### src/rtl/shiftrows_pipe.sv
// shiftrows_pipe: pipelined ShiftRows/InvShiftRows stage with valid/ready handshake and sideband tag
module shiftrows_pipe #(
    parameter int NB     = 4,
    parameter int REG_IN = 0,
    parameter int TAG_W  = 4,
    localparam int W     = 32 * NB
) (
    input  logic             clk,
    input  logic             rst,
    input  logic             clr,
    input  logic             in_valid,
    output logic             in_ready,
    input  logic             in_inv,
    input  logic [TAG_W-1:0] in_tag,
    input  logic [W-1:0]     state_in,
    output logic             out_valid,
    input  logic             out_ready,
    output logic [TAG_W-1:0] out_tag,
    output logic [W-1:0]     state_out
);

    if (!(NB == 4 || NB == 6 || NB == 8)) begin : g_bad_nb
        $error("shiftrows_pipe: NB must be 4, 6 or 8");
    end
    if (!(REG_IN == 0 || REG_IN == 1)) begin : g_bad_reg_in
        $error("shiftrows_pipe: REG_IN must be 0 or 1");
    end
    if (TAG_W < 1) begin : g_bad_tag_w
        $error("shiftrows_pipe: TAG_W must be at least 1");
    end

    // Pure byte routing: every index below folds to a constant, so this is wiring plus a 2:1 mux.
    function automatic logic [W-1:0] shift_rows(input logic [W-1:0] s, input logic inv);
        logic [W-1:0] f;
        logic [W-1:0] b;
        int           off;
        f = '0;
        b = '0;
        for (int c = 0; c < NB; c++) begin
            for (int r = 0; r < 4; r++) begin
                off = (NB == 8 && r >= 2) ? r + 1 : r;
                f[W-1-8*(r+4*c) -: 8] = s[W-1-8*(r+4*((c + off) % NB)) -: 8];
                b[W-1-8*(r+4*c) -: 8] = s[W-1-8*(r+4*((c - off + NB) % NB)) -: 8];
            end
        end
        return inv ? b : f;
    endfunction

    logic             out_valid_q;
    logic [TAG_W-1:0] out_tag_q;
    logic [W-1:0]     out_data_q;
    logic             out_stage_ready;
    logic             valid_d;
    logic             inv_d;
    logic [TAG_W-1:0] tag_d;
    logic [W-1:0]     data_d;

    assign out_stage_ready = !out_valid_q || out_ready;

    if (REG_IN != 0) begin : g_in_reg
        logic             valid_q;
        logic             inv_q;
        logic [TAG_W-1:0] tag_q;
        logic [W-1:0]     data_q;

        assign in_ready = !valid_q || out_stage_ready;
        assign valid_d  = valid_q;
        assign inv_d    = inv_q;
        assign tag_d    = tag_q;
        assign data_d   = data_q;

        // Input stage: raw beat and its direction captured on a transfer, flushed by clr
        always_ff @(posedge clk or posedge rst) begin
            if (rst) begin
                valid_q <= 1'b0;
                inv_q   <= 1'b0;
                tag_q   <= '0;
                data_q  <= '0;
            end else if (clr) begin
                valid_q <= 1'b0;
            end else if (in_ready) begin
                valid_q <= in_valid;
                if (in_valid) begin
                    inv_q  <= in_inv;
                    tag_q  <= in_tag;
                    data_q <= state_in;
                end
            end
        end
    end else begin : g_no_in_reg
        assign in_ready = out_stage_ready;
        assign valid_d  = in_valid;
        assign inv_d    = in_inv;
        assign tag_d    = in_tag;
        assign data_d   = state_in;
    end

    // Output stage: permuted beat loads on a transfer and holds under backpressure
    always_ff @(posedge clk or posedge rst) begin
        if (rst) begin
            out_valid_q <= 1'b0;
            out_tag_q   <= '0;
            out_data_q  <= '0;
        end else if (clr) begin
            out_valid_q <= 1'b0;
        end else if (out_stage_ready) begin
            out_valid_q <= valid_d;
            if (valid_d) begin
                out_tag_q  <= tag_d;
                out_data_q <= shift_rows(data_d, inv_d);
            end
        end
    end

    assign out_valid = out_valid_q;
    assign out_tag   = out_tag_q;
    assign state_out = out_data_q;

endmodule

### config.mk
export PLATFORM = sky130hd
export DESIGN_NAME = shiftrows_pipe
export DESIGN_NICKNAME = d
export VERILOG_FILES = /design/src/rtl/shiftrows_pipe.sv
export SDC_FILE = /design/constraint.sdc
export NUM_CORES = 1
export LEC_CHECK = 0
export CORE_UTILIZATION = 44
export DETAILED_ROUTE_END_ITERATION = 10
export PLACE_DENSITY = 0.86
export SYNTH_ARGS = -nofsm -noshare
export SYNTH_HDL_FRONTEND = slang
export SYNTH_SLANG_ARGS = --single-unit
### constraint.sdc
create_clock -name clk -period 10.2 [get_ports clk]
set_input_delay 2.04 -clock clk [delete_from_list [all_inputs] [get_ports clk]]
set_output_delay 2.04 -clock clk [all_outputs]
set_load 0.01 [all_outputs]
==> qor.log, run 1 <==
INFO  route          dr_total_vias=4010
INFO  run            drv.max_cap_violation_count=0
INFO  synthesis      number_of_distinct_library_cells_after_synthesis=11
INFO  clock_tree     numClockSinks=133
INFO  layout         final_layout_size_suffix_gt1_share=29.6%
INFO  route          routed_wire_length_per_instance=17.8um
INFO  synthesis      number_of_enable_flip_flop_cells_after_synthesis=0
INFO  synthesis      synth_top_cells_by_count=152 x sky130_fd_sc_hd__mux2_2, 133 x sky130_fd_sc_hd__dfrtp_1, 44 x sky130_fd_sc_hd__mux2_1
INFO  pwr            power_frac_clock=36.5%
INFO  route          detail_route.vias_per_cell=4.93
INFO  route          postRouteWirelength=14.5mm
INFO  global_route   first_global_vias=4272
INFO  clock_tree     cts.repair.resized=0
INFO  hold_path      worstHoldEndpoint=state_out[59]$_DFFE_PP0P_
INFO  clock_tree     cts_buffer_depth=2
INFO  route          initialDrtViolationCount=157
INFO  synthesis      yosys-mux-area-fraction=38.7%
INFO  hold_path      hold_path.startpoint=state_out[59]$_DFFE_PP0P_
INFO  critical_path  r2r_cells=5
INFO  synthesis      synth_adder_area_share=0%
INFO  global_route   number_of_antenna_violations_at_the_first_check_in_global_routing=0
INFO  clock_tree     htree_levels=4
INFO  global_route   gr-usage-all-layers=22.1%
INFO  synthesis      xor_xnor_share_of_the_synthesized_area=0%
INFO  die            floorplan.io_pins=272
INFO  placement      dp_hpwl=10.3mm
INFO  status         outcome=complete, no violations
INFO  timing         finClkSkew=0.00664ns
INFO  timing         max_slew_margin=36.7%
INFO  timing         post-route-period-util=51.6%
INFO  pwr            netSwitchingFraction=24.1%
INFO  pwr            ir_drop=0.132mV
INFO  die            die_h=116um
INFO  die            starting_utilization_of_the_core_area=45.2%
INFO  pwr            combinationalPowerShare=25.7%
INFO  critical_path  critPathMaxStageDelay=0.49ns
INFO  critical_path  timing.setup.critical_path_class=primary input to primary output
INFO  synthesis      yosysTopAreaCell=sky130_fd_sc_hd__dfrtp_1
INFO  clock_tree     cts_tree=built
INFO  critical_path  crit_path_frequent_cell=sky130_fd_sc_hd__clkdlybuf4s50_1
INFO  critical_path  path_cells=clkdlybuf4s50_1 -> nor2b_2 -> inv_1 -> clkdlybuf4s50_1
INFO  hold_path      timing.hold.worst.class=register to register
INFO  critical_path  timing.rr.start=out_valid$_DFFE_PP0P_
INFO  timing         max_clock_freq=190MHz
INFO  synthesis      synth_seq_cells=133
INFO  pwr            total_switching_power=428uW
INFO  synthesis      post-synth-top-count-cell=sky130_fd_sc_hd__mux2_2
INFO  global_route   grt_pass1_wl=22.1mm
INFO  placement      dpl_cell_area=0.00853mm^2
INFO  global_route   grt_overflow=0
INFO  route          detailedRoute.firstPassIterationCount=4
INFO  clock_tree     postCtsSetupRepairBufs=0
INFO  timing         timing_hold_violations_final=0
INFO  clock_tree     total_clock_buffers_created_by_cts=17
INFO  global_route   largest_net_degree_at_the_start_of_global_routing=75
INFO  pwr            p_int=1350uW
INFO  clock_tree     cts.root.buffer_cell=sky130_fd_sc_hd__clkbuf_16
INFO  timing         min_period=5.26ns
INFO  synthesis      synth_seq_area_share=58.3%
INFO  die            dieWidth=116um
INFO  synthesis      main_combinational_cell_family_by_area_after_synthesis=multiplexers
INFO  synthesis      syn_nets=494
INFO  placement      globalplace.congestion=0.739
INFO  synthesis      area_fraction_in_compound_gates_after_synthesis=0%
INFO  die            dieArea=0.0134mm^2
INFO  layout         finish.net_count=767
INFO  pwr            power.density_cell_area=194mW/mm^2
INFO  placement      port_buffers=271
INFO  layout         insertedDiodeCount=0
INFO  clock_tree     cts.clk_slew.worst_paths=0.05ns
INFO  timing         tightest_slew=0.949ns
INFO  clock_tree     holdBufCountCts=0
INFO  synthesis      synthDominantCellAreaShare=58.3%
INFO  pwr            fraction_of_power_consumed_by_sequential_logic=37.8%
INFO  critical_path  critical_path.max_fanout=3
INFO  pwr            power_leakage=0.00373uW
INFO  synthesis      synth_area=0.00571mm^2
INFO  synthesis      syn-instance-count=356
INFO  synthesis      synth.area.top_cells=sky130_fd_sc_hd__dfrtp_1 58%, sky130_fd_sc_hd__mux2_2 30%, sky130_fd_sc_hd__mux2_1 8.7%
INFO  layout         finalInstanceArea=0.00917mm^2
INFO  synthesis      synth_flop_cell=sky130_fd_sc_hd__dfrtp_1
INFO  die            placementRows=41
INFO  die            coreArea=0.0126mm^2
INFO  critical_path  critPathArrivalTime=3.22ns
INFO  synthesis      average_cell_area_after_synthesis=16.0um^2
INFO  timing         report.final.setup_viol=0
INFO  critical_path  startpoint_type=primary input
INFO  synthesis      yosys.area_share.simple=0.614%
INFO  critical_path  critical_path_rt=8.16ns
INFO  route          drc_errors=0
INFO  route          ant_nets=0
INFO  synthesis      synth_warnings=0
INFO  critical_path  r2r_slack=7.40ns
INFO  synthesis      postSynth.asyncResetShare=100%
INFO  hold_path      hold_depth=1
INFO  timing         final_max_slew_viol_count=0
INFO  clock_tree     latest_clock_arrival_within_the_worst_skew_pair=0.41ns
INFO  timing         rsz_0062_raised_after_global_routing=no
INFO  critical_path  worst_r2r_endpoint=state_out[27]$_DFFE_PP0P_
INFO  layout         areaGrowthSynthToFinish=60.7%
INFO  timing         totalNegativeSetupSlack=0ns
INFO  timing         fin_hold_ws=0.481ns
INFO  critical_path  critPathCaptureType=primary output
INFO  critical_path  slowest_stage=sky130_fd_sc_hd__clkdlybuf4s50_1
[worst max-delay path by stage]
stage / startpoint / cells past startpoint / slack, ns / to
2_1_floorplan: rst / 1 / 4.61 / out_tag[0]$_DFFE_PP0P_
3_3_place_gp: out_ready / 4 / 4.98 / in_ready
3_5_place_dp: out_ready / 4 / 4.93 / in_ready
4_1_cts: out_ready / 4 / 4.93 / in_ready
5_1_grt: out_ready / 4 / 4.89 / in_ready
6_report: out_ready / 4 / 4.94 / in_ready
[final cells by class]
type                    instances  area [um^2]
well taps                     172          215
flip-flops and latches        133         3330
clock inverters                 9          148
inverters                       2         10.0
repair buffers                275         2740
multi-input cells             200         2240
fillers                       834         3450
clock buffers                  23          488
[layout by cell type, fill, tap and decap left out, types with 2 or more instances in the layout]
cell / n
sky130_fd_sc_hd__clkinv_2: 4
sky130_fd_sc_hd__dfrtp_1: 133
sky130_fd_sc_hd__clkdlybuf4s50_1: 270
sky130_fd_sc_hd__clkbuf_8: 4
sky130_fd_sc_hd__mux2_2: 152
sky130_fd_sc_hd__buf_4: 4
sky130_fd_sc_hd__clkbuf_1: 2
sky130_fd_sc_hd__mux2_1: 44
sky130_fd_sc_hd__bufinv_16: 4
sky130_fd_sc_hd__clkbuf_16: 17
sky130_fd_sc_hd__nor2_1: 2
[power groups by stage]
stage | sequential, uW | combinational, uW | clock (uW)
2_1_floorplan | 724 | 129 | 0
3_3_place_gp | 675 | 449 | 0
3_5_place_dp | 682 | 461 | 0
4_1_cts | 674 | 464 | 663
5_1_grt | 686 | 486 | 683
6_report | 673 | 458 | 649
[sequential cells by signal, summed over array words and instances, names as in the netlist]
signal and cells:
out_tag 4, state_out 128, out_valid 1
[cell families after synthesis]
family                 Yosys count
buffers and inverters           23
DFF                            133
muxes                          196
and+or+nand+nor                  4
[worst max-delay path, delay by kind of cell]
family,cells,cell delay (ns)
buffers and inverters,3,0.97
AND/OR/NAND/NOR,1,0.20
[per-layer routing]
| layer | share of wire (%) | vias to the layer above | global-route usage, % |
|---|---|---|---|
| met5 | 0 | - | 0 |
| met4 | 2.7 | 0 | 11.0 |
| met3 | 9.6 | 29 | 8.68 |
| met2 | 52 | 185 | 39.2 |
| met1 | 36 | 1960 | 22.6 |
| li1 | - | 1836 | - |
[per-stage QoR]
step	std cells	total power [uW]	setup slack [ns]	util (%)
3_5_place_dp	782	1140	4.93	67.6
5_1_grt	814	1860	4.89	72.7
2_1_floorplan	356	854	4.61	-
4_1_cts	814	1800	4.93	72.7
6_report	814	1780	4.94	72.7
3_3_place_gp	782	1120	4.98	67.6
(Power assumes the default switching activity.)
==> run 2: changes to the inputs <==
--- a/config.mk
+++ b/config.mk
@@ -5,9 +5,9 @@
 export SDC_FILE = /design/constraint.sdc
 export NUM_CORES = 1
 export LEC_CHECK = 0
-export CORE_UTILIZATION = 44
+export CORE_UTILIZATION = 37
 export DETAILED_ROUTE_END_ITERATION = 10
-export PLACE_DENSITY = 0.86
+export PLACE_DENSITY = 0.77
 export SYNTH_ARGS = -nofsm -noshare
 export SYNTH_HDL_FRONTEND = slang
 export SYNTH_SLANG_ARGS = --single-unit
==> constraint.sdc (replaced) <==
create_clock -name clk -period 4.4 [get_ports clk]
set_input_delay 0.88 -clock clk [delete_from_list [all_inputs] [get_ports clk]]
set_output_delay 0.88 -clock clk [all_outputs]
set_load 0.01 [all_outputs]
==> qor.log, run 2 (synthesis gave the netlist of run 1 again) <==
INFO  status         outcome=complete, no violations [unchanged]
INFO  layout         final_layout_size_suffix_gt1_share=29.6% [unchanged]
INFO  layout         largest_register_ff_count=128 [unchanged]
INFO  critical_path  critPathCaptureType=primary output [unchanged]
INFO  timing         report.final.setup_viol=0 [unchanged]
INFO  clock_tree     htree_levels=4 [unchanged]
INFO  timing         finClkSkew=0.00491ns [was 0.00664 ns]
INFO  critical_path  crit_buf_inv=3 [unchanged]
INFO  global_route   gr-usage-all-layers=18.0% [was 22.1%]
INFO  timing         totalNegativeSetupSlack=0ns [unchanged]
INFO  placement      globalplace.congestion=0.726 [was 0.739]
INFO  critical_path  critPathMaxStageDelay=0.48ns [was 0.49 ns]
INFO  critical_path  critical_path_rt=3.52ns [was 8.16 ns]
INFO  clock_tree     numClockSinks=133 [unchanged]
INFO  clock_tree     latest_clock_arrival_within_the_worst_skew_pair=0.40ns [was 0.41 ns]
INFO  die            coreArea=0.0151mm^2 [was 0.0126 mm^2]
INFO  route          drc_errors=0 [unchanged]
INFO  critical_path  worst_r2r_endpoint=state_out[65]$_DFFE_PP0P_ [was state_out[27]$_DFFE_PP0P_]
INFO  hold_path      timing.hold.worst.class=register to register [unchanged]
INFO  pwr            power.density_cell_area=440mW/mm^2 [was 194 mW/mm^2]
INFO  pwr            design_power_total=4040uW [was 1780 uW]
INFO  global_route   first_global_vias=4285 [was 4272]
INFO  timing         final_max_slew_viol_count=0 [unchanged]
INFO  timing         rsz_0062_raised_after_global_routing=no [unchanged]
INFO  route          ant_nets=0 [unchanged]
INFO  global_route   largest_net_degree_at_the_start_of_global_routing=78 [was 75]
INFO  critical_path  critical_path.max_fanout=3 [unchanged]
INFO  clock_tree     cts_tree=built [unchanged]
INFO  clock_tree     total_clock_buffers_created_by_cts=17 [unchanged]
INFO  route          routed_wire_length_per_instance=16.8um [was 17.8 um]
INFO  timing         tightest_slew=0.825ns [was 0.949 ns]
INFO  die            dieArea=0.0159mm^2 [was 0.0134 mm^2]
INFO  route          detail_route.vias_per_cell=4.79 [was 4.93]
INFO  placement      port_buffers=271 [unchanged]
INFO  pwr            power_leakage=0.00372uW [was 0.00373 uW]
INFO  die            die_h=126um [was 116 um]
INFO  route          initialDrtViolationCount=82 [was 157]
INFO  timing         max_clock_freq=341MHz
INFO  critical_path  startpoint_type=primary input [unchanged]
INFO  timing         min_period=2.93ns
INFO  clock_tree     holdBufCountCts=0 [unchanged]
INFO  critical_path  timing.setup.critical_path_class=primary input to primary output [unchanged]
INFO  die            dieWidth=126um [was 116 um]
INFO  global_route   number_of_antenna_violations_at_the_first_check_in_global_routing=0 [unchanged]
INFO  critical_path  path_cells=clkdlybuf4s50_1 -> nor2b_2 -> inv_1 -> clkdlybuf4s50_1 [unchanged]
INFO  die            floorplan.io_pins=272 [unchanged]
INFO  layout         areaGrowthSynthToFinish=61.0% [was 60.7%]
INFO  route          postRouteWirelength=14.0mm [was 14.5 mm]
INFO  hold_path      hold_depth=1 [unchanged]
INFO  clock_tree     cts.root.buffer_cell=sky130_fd_sc_hd__clkbuf_16 [unchanged]
INFO  global_route   grt_pass1_wl=22.0mm [was 22.1 mm]
INFO  layout         finish.net_count=768 [was 767]
INFO  timing         post-route-period-util=66.6%
INFO  hold_path      hold_path.startpoint=state_out[120]$_DFFE_PP0P_ [was state_out[59]$_DFFE_PP0P_]
INFO  pwr            ir_drop=0.241mV [was 0.132 mV]
INFO  timing         timing_hold_violations_final=0 [unchanged]
INFO  route          dr_total_vias=3973 [was 4010]
INFO  route          detailedRoute.firstPassIterationCount=3 [was 4]
INFO  die            starting_utilization_of_the_core_area=37.7% [was 45.2%]
INFO  die            placementRows=45 [was 41]
INFO  critical_path  critPathArrivalTime=2.05ns [was 3.22 ns]
INFO  critical_path  path_delay_family=buffers and inverters [unchanged]
INFO  clock_tree     cts.repair.resized=0 [unchanged]
INFO  timing         max_slew_margin=44.9% [was 36.7%]
INFO  run            drv.max_cap_violation_count=0 [unchanged]
INFO  layout         mostFrequentLayoutCell=sky130_fd_sc_hd__clkdlybuf4s50_1 [unchanged]
INFO  clock_tree     cts_buffer_depth=2 [unchanged]
INFO  critical_path  timing.rr.start=out_valid$_DFFE_PP0P_ [unchanged]
INFO  hold_path      worstHoldEndpoint=state_out[120]$_DFFE_PP0P_ [was state_out[59]$_DFFE_PP0P_]
INFO  clock_tree     postCtsSetupRepairBufs=0 [unchanged]
INFO  placement      dp_hpwl=10.1mm [was 10.3 mm]
INFO  critical_path  crit_path_frequent_cell=sky130_fd_sc_hd__clkdlybuf4s50_1 [unchanged]
INFO  critical_path  r2r_slack=2.44ns [was 7.40 ns]
INFO  critical_path  r2r_cells=4 [was 5]
INFO  critical_path  slowest_stage=sky130_fd_sc_hd__clkdlybuf4s50_1 [unchanged]
INFO  layout         insertedDiodeCount=0 [unchanged]
INFO  clock_tree     cts.clk_slew.worst_paths=0.06ns [was 0.05 ns]
INFO  layout         commonest_cells_after_routing_fill_and_taps_aside=270 x sky130_fd_sc_hd__clkdlybuf4s50_1, 152 x sky130_fd_sc_hd__mux2_2, 133 x sky130_fd_sc_hd__dfrtp_1, 44 x sky130_fd_sc_hd__mux2_1, 17 x sky130_fd_sc_hd__clkbuf_16 [unchanged]
INFO  global_route   grt_overflow=0 [unchanged]
-- run 2: worst max-delay path by stage --
stage | from | endpoint | cells after the start
after floorplan | rst | out_tag[0]$_DFFE_PP0P_ | 1
after global placement | out_ready | in_ready | 4
after detailed placement | out_ready | in_ready | 4
after CTS | out_ready | in_ready | 4
after global routing | out_ready | in_ready | 4
final | out_ready | in_ready | 4
-- run 2: power breakdown --
part / switching [uW] / total, uW / internal, uW / leakage, uW
Combinational: 369 / 1050 / 684 / 0.00186
Clock: 494 / 1420 / 930 / 0.000296
Sequential: 117 / 1560 / 1450 / 0.00156
-- run 2: worst reg2reg max path, stage by stage, from the launching register on --
cell,delay [ns]
sky130_fd_sc_hd__dfrtp_1,0.38
sky130_fd_sc_hd__nor2b_2,0.18
sky130_fd_sc_hd__nor3b_4,0.23
sky130_fd_sc_hd__buf_4,0.61
sky130_fd_sc_hd__mux2_2,0.45
-- run 2: metrics by stage --
stage / area [um^2] / instances / setup WS [ns] / utilization [%] / hold WS, ns
2_1_floorplan: 5710 / 356 / 1.87 / - / 0.529
3_3_place_gp: 8590 / 799 / 1.48 / 56.7 / 0.468
3_5_place_dp: 8590 / 799 / 1.47 / 56.7 / 0.474
4_1_cts: 9190 / 830 / 1.47 / 60.7 / 0.487
5_1_grt: 9190 / 830 / 1.42 / 60.7 / 0.499
6_report: 9190 / 830 / 1.47 / 60.7 / 0.480
-- run 2: routing by layer --
metal / GRT usage (%) / part of all wire (%)
met1: 20.3 / 40
met2: 31.3 / 51
met3: 6.16 / 6.8
met4: 6.95 / 1.9
met5: 0 / 0
-- run 2: cell type report --
type / instances / area, um^2
clock inverter: 9 / 126
timing repair buffer: 276 / 2770
tap: 188 / 235
multi-input combinational: 200 / 2240
sequential: 133 / 3330
fill: 1148 / 5960
inverter: 2 / 11.3
clock buffer: 22 / 474
==> run 3: changes to the inputs <==
==> constraint.sdc (replaced) <==
create_clock -name clk -period 2.4 [get_ports clk]
set_input_delay 0.48 -clock clk [delete_from_list [all_inputs] [get_ports clk]]
set_output_delay 0.48 -clock clk [all_outputs]
set_load 0.01 [all_outputs]
==> qor.log, run 3 (synthesis gave the netlist of run 1 again) <==
INFO  status         outcome=complete, no violations [unchanged]
INFO  timing         finClkSkew=0.00443ns [was 0.00491 ns]
INFO  critical_path  slowest_stage=sky130_fd_sc_hd__clkdlybuf4s50_1 [unchanged]
INFO  hold_path      hold_depth=1 [unchanged]
INFO  global_route   gr-max-usage-layer=met2 [unchanged]
INFO  die            coreArea=0.0151mm^2 [unchanged]
INFO  route          dr_total_vias=3957 [was 3973]
INFO  placement      dpl_cell_area=0.00867mm^2 [was 0.00859 mm^2]
INFO  global_route   groute.layer.met2.usage=31.1% [was 31.3%]
INFO  global_route   gr-usage-all-layers=18.3% [was 18.0%]
INFO  timing         max_slew_margin=74.9% [was 44.9%]
INFO  layout         commonest_cells_after_routing_fill_and_taps_aside=270 x sky130_fd_sc_hd__clkdlybuf4s50_1, 152 x sky130_fd_sc_hd__mux2_2, 133 x sky130_fd_sc_hd__dfrtp_1, 44 x sky130_fd_sc_hd__mux2_1, 17 x sky130_fd_sc_hd__clkbuf_16 [unchanged]
INFO  pwr            power.density_cell_area=802mW/mm^2 [was 440 mW/mm^2]
INFO  clock_tree     holdBufCountCts=0 [unchanged]
INFO  critical_path  critPathCaptureType=primary output [unchanged]
INFO  critical_path  path_delay_family=buffers and inverters [unchanged]
INFO  timing         totalNegativeSetupSlack=0ns [unchanged]
INFO  critical_path  timing.rr.start=out_valid$_DFFE_PP0P_ [unchanged]
INFO  layout         insertedDiodeCount=0 [unchanged]
INFO  die            starting_utilization_of_the_core_area=37.7% [unchanged]
INFO  die            die_h=126um [unchanged]
INFO  critical_path  crit_path_frequent_cell=sky130_fd_sc_hd__clkdlybuf4s50_1 [unchanged]
INFO  clock_tree     cts.repair.resized=0 [unchanged]
INFO  critical_path  r2r_cells=5 [was 4]
INFO  hold_path      hold_path.startpoint=state_out[127]$_DFFE_PP0P_ [was state_out[120]$_DFFE_PP0P_]
INFO  clock_tree     cts.root.buffer_cell=sky130_fd_sc_hd__clkbuf_16 [unchanged]
INFO  pwr            power_frac_clock=35.3% [was 35.2%]
INFO  critical_path  crit_buf_inv=3 [unchanged]
INFO  die            floorplan.io_pins=272 [unchanged]
INFO  timing         fin_hold_ws=0.484ns [was 0.480 ns]
INFO  clock_tree     numClockSinks=133 [unchanged]
INFO  critical_path  path_cells=clkdlybuf4s50_1 -> nor2b_2 -> inv_1 -> clkdlybuf4s50_1 [unchanged]
INFO  clock_tree     cts_buffer_depth=2 [unchanged]
INFO  placement      port_buffers=271 [unchanged]
INFO  critical_path  critPathMaxStageDelay=0.47ns [was 0.48 ns]
INFO  critical_path  critPathArrivalTime=1.65ns [was 2.05 ns]
INFO  global_route   grt_use_met1=21.0% [was 20.3%]
INFO  critical_path  timing.setup.critical_path_class=primary input to primary output [unchanged]
INFO  hold_path      worstHoldEndpoint=state_out[127]$_DFFE_PP0P_ [was state_out[120]$_DFFE_PP0P_]
INFO  critical_path  critical_path_rt=1.92ns [was 3.52 ns]
INFO  global_route   gr-usage-met3=6.16% [unchanged]
INFO  layout         final_layout_size_suffix_gt1_share=29.9% [was 29.6%]
INFO  layout         finish.net_count=773 [was 768]
INFO  die            dieArea=0.0159mm^2 [unchanged]
INFO  pwr            fraction_of_power_consumed_by_sequential_logic=38.5% [was 38.7%]
INFO  timing         report.final.setup_viol=0 [unchanged]
INFO  route          initialDrtViolationCount=79 [was 82]
INFO  clock_tree     total_clock_buffers_created_by_cts=17 [unchanged]
INFO  timing         rsz_0062_raised_after_global_routing=no [unchanged]
INFO  pwr            combinationalPowerShare=26.2% [was 26.1%]
INFO  clock_tree     cts_tree=built [unchanged]
INFO  timing         max_clock_freq=469MHz
INFO  hold_path      timing.hold.worst.class=register to register [unchanged]
INFO  global_route   first_global_vias=4346 [was 4285]
INFO  critical_path  startpoint_type=primary input [unchanged]
INFO  die            placementRows=45 [unchanged]
INFO  timing         final_max_slew_viol_count=0 [unchanged]
INFO  pwr            ir_drop=0.464mV [was 0.241 mV]
INFO  timing         post-route-period-util=88.9%
INFO  route          detail_route.vias_per_cell=4.73 [was 4.79]
INFO  layout         mostFrequentLayoutCell=sky130_fd_sc_hd__clkdlybuf4s50_1 [unchanged]
INFO  route          ant_nets=0 [unchanged]
INFO  global_route   number_of_antenna_violations_at_the_first_check_in_global_routing=0 [unchanged]
INFO  route          routed_wire_length_per_instance=16.8um [about the same]
INFO  clock_tree     cts.clk_slew.worst_paths=0.05ns [was 0.06 ns]
INFO  critical_path  critical_path.max_fanout=3 [unchanged]
INFO  route          postRouteWirelength=14.1mm [was 14.0 mm]
INFO  clock_tree     latest_clock_arrival_within_the_worst_skew_pair=0.41ns [was 0.40 ns]
INFO  placement      dp_hpwl=10.3mm [was 10.1 mm]
INFO  critical_path  r2r_slack=0.68ns [was 2.44 ns]
INFO  die            dieWidth=126um [unchanged]
INFO  route          detailedRoute.firstPassIterationCount=2 [was 3]
INFO  clock_tree     htree_levels=4 [unchanged]
INFO  pwr            power_leakage=0.00377uW [was 0.00372 uW]
INFO  pwr            p_int=5640uW [was 3060 uW]
INFO  global_route   grt_overflow=0 [unchanged]
INFO  pwr            total_switching_power=1810uW [was 980 uW]
INFO  layout         largest_register_ff_count=128 [unchanged]
INFO  timing         timing_hold_violations_final=0 [unchanged]
INFO  layout         finalInstanceArea=0.00928mm^2 [was 0.00919 mm^2]
INFO  layout         areaGrowthSynthToFinish=62.6% [was 61.0%]
INFO  pwr            netSwitchingFraction=24.3% [about the same]
INFO  timing         tightest_slew=0.377ns [was 0.825 ns]
INFO  global_route   largest_net_degree_at_the_start_of_global_routing=70 [was 78]
INFO  route          drc_errors=0 [unchanged]
INFO  global_route   grt_pass1_wl=22.4mm [was 22.0 mm]
INFO  timing         min_period=2.13ns
INFO  run            drv.max_cap_violation_count=0 [unchanged]
INFO  critical_path  worst_r2r_endpoint=state_out[117]$_DFFE_PP0P_ [was state_out[65]$_DFFE_PP0P_]
INFO  placement      globalplace.congestion=0.751 [was 0.726]
INFO  clock_tree     postCtsSetupRepairBufs=0 [unchanged]
-- run 3: cell types whose count changed in the layout (fill, tap and decap cells not counted), sizes merged --
cell,before,now
buf,6,11
clkbuf,22,24
clkinvlp,2,1
-- run 3: power groups by stage --
stage / logic [uW] / clock network (uW) / registers (uW)
6_report: 1950 / 2630 / 2860
5_1_grt: 2070 / 2800 / 2920
4_1_cts: 1980 / 2690 / 2870
3_5_place_dp: 1970 / 0 / 2900
3_3_place_gp: 1930 / 0 / 2880
2_1_floorplan: 550 / 0 / 3080
-- run 3: worst max-delay path by stage --
| stage | slack, ns | endpoint | cells past startpoint | from |
|---|---|---|---|---|
| after global routing | 0.23 | in_ready | 4 | out_ready |
| final | 0.27 | in_ready | 4 | out_ready |
| after detailed placement | 0.21 | state_out[13]$_DFFE_PP0P_ | 6 | out_ready |
| after CTS | 0.26 | in_ready | 4 | out_ready |
| after global placement | 0.25 | state_out[12]$_DFFE_PP0P_ | 5 | in_valid |
| after floorplan | 0.27 | out_tag[0]$_DFFE_PP0P_ | 1 | rst |
-- run 3: final cells by class --
| class | count | area (um^2) |
|---|---|---|
| Tap cell | 188 | 235 |
| Clock inverter | 8 | 123 |
| Sequential cell | 133 | 3330 |
| Fill cell | 1159 | 5870 |
| Multi-Input combinational cell | 200 | 2240 |
| Timing Repair Buffer | 281 | 2860 |
| Clock buffer | 24 | 482 |
| Inverter | 2 | 11.3 |
-- run 3: metal layers --
metal / wire, um / vias up
li1: - / 1834
met1: 5670 / 1952
met2: 7170 / 149
met3: 927 / 22
met4: 287 / 0
met5: 0 / -
-- run 3: stage by stage --
step / total power, uW / utilization, % / cells / worst slack, ns
after floorplan: 3630 / - / 356 / 0.269
after global placement: 4810 / 57.3 / 804 / 0.255
after detailed placement: 4870 / 57.3 / 804 / 0.209
after CTS: 7550 / 61.3 / 836 / 0.265
after global routing: 7790 / 61.3 / 836 / 0.230
final: 7450 / 61.3 / 836 / 0.266
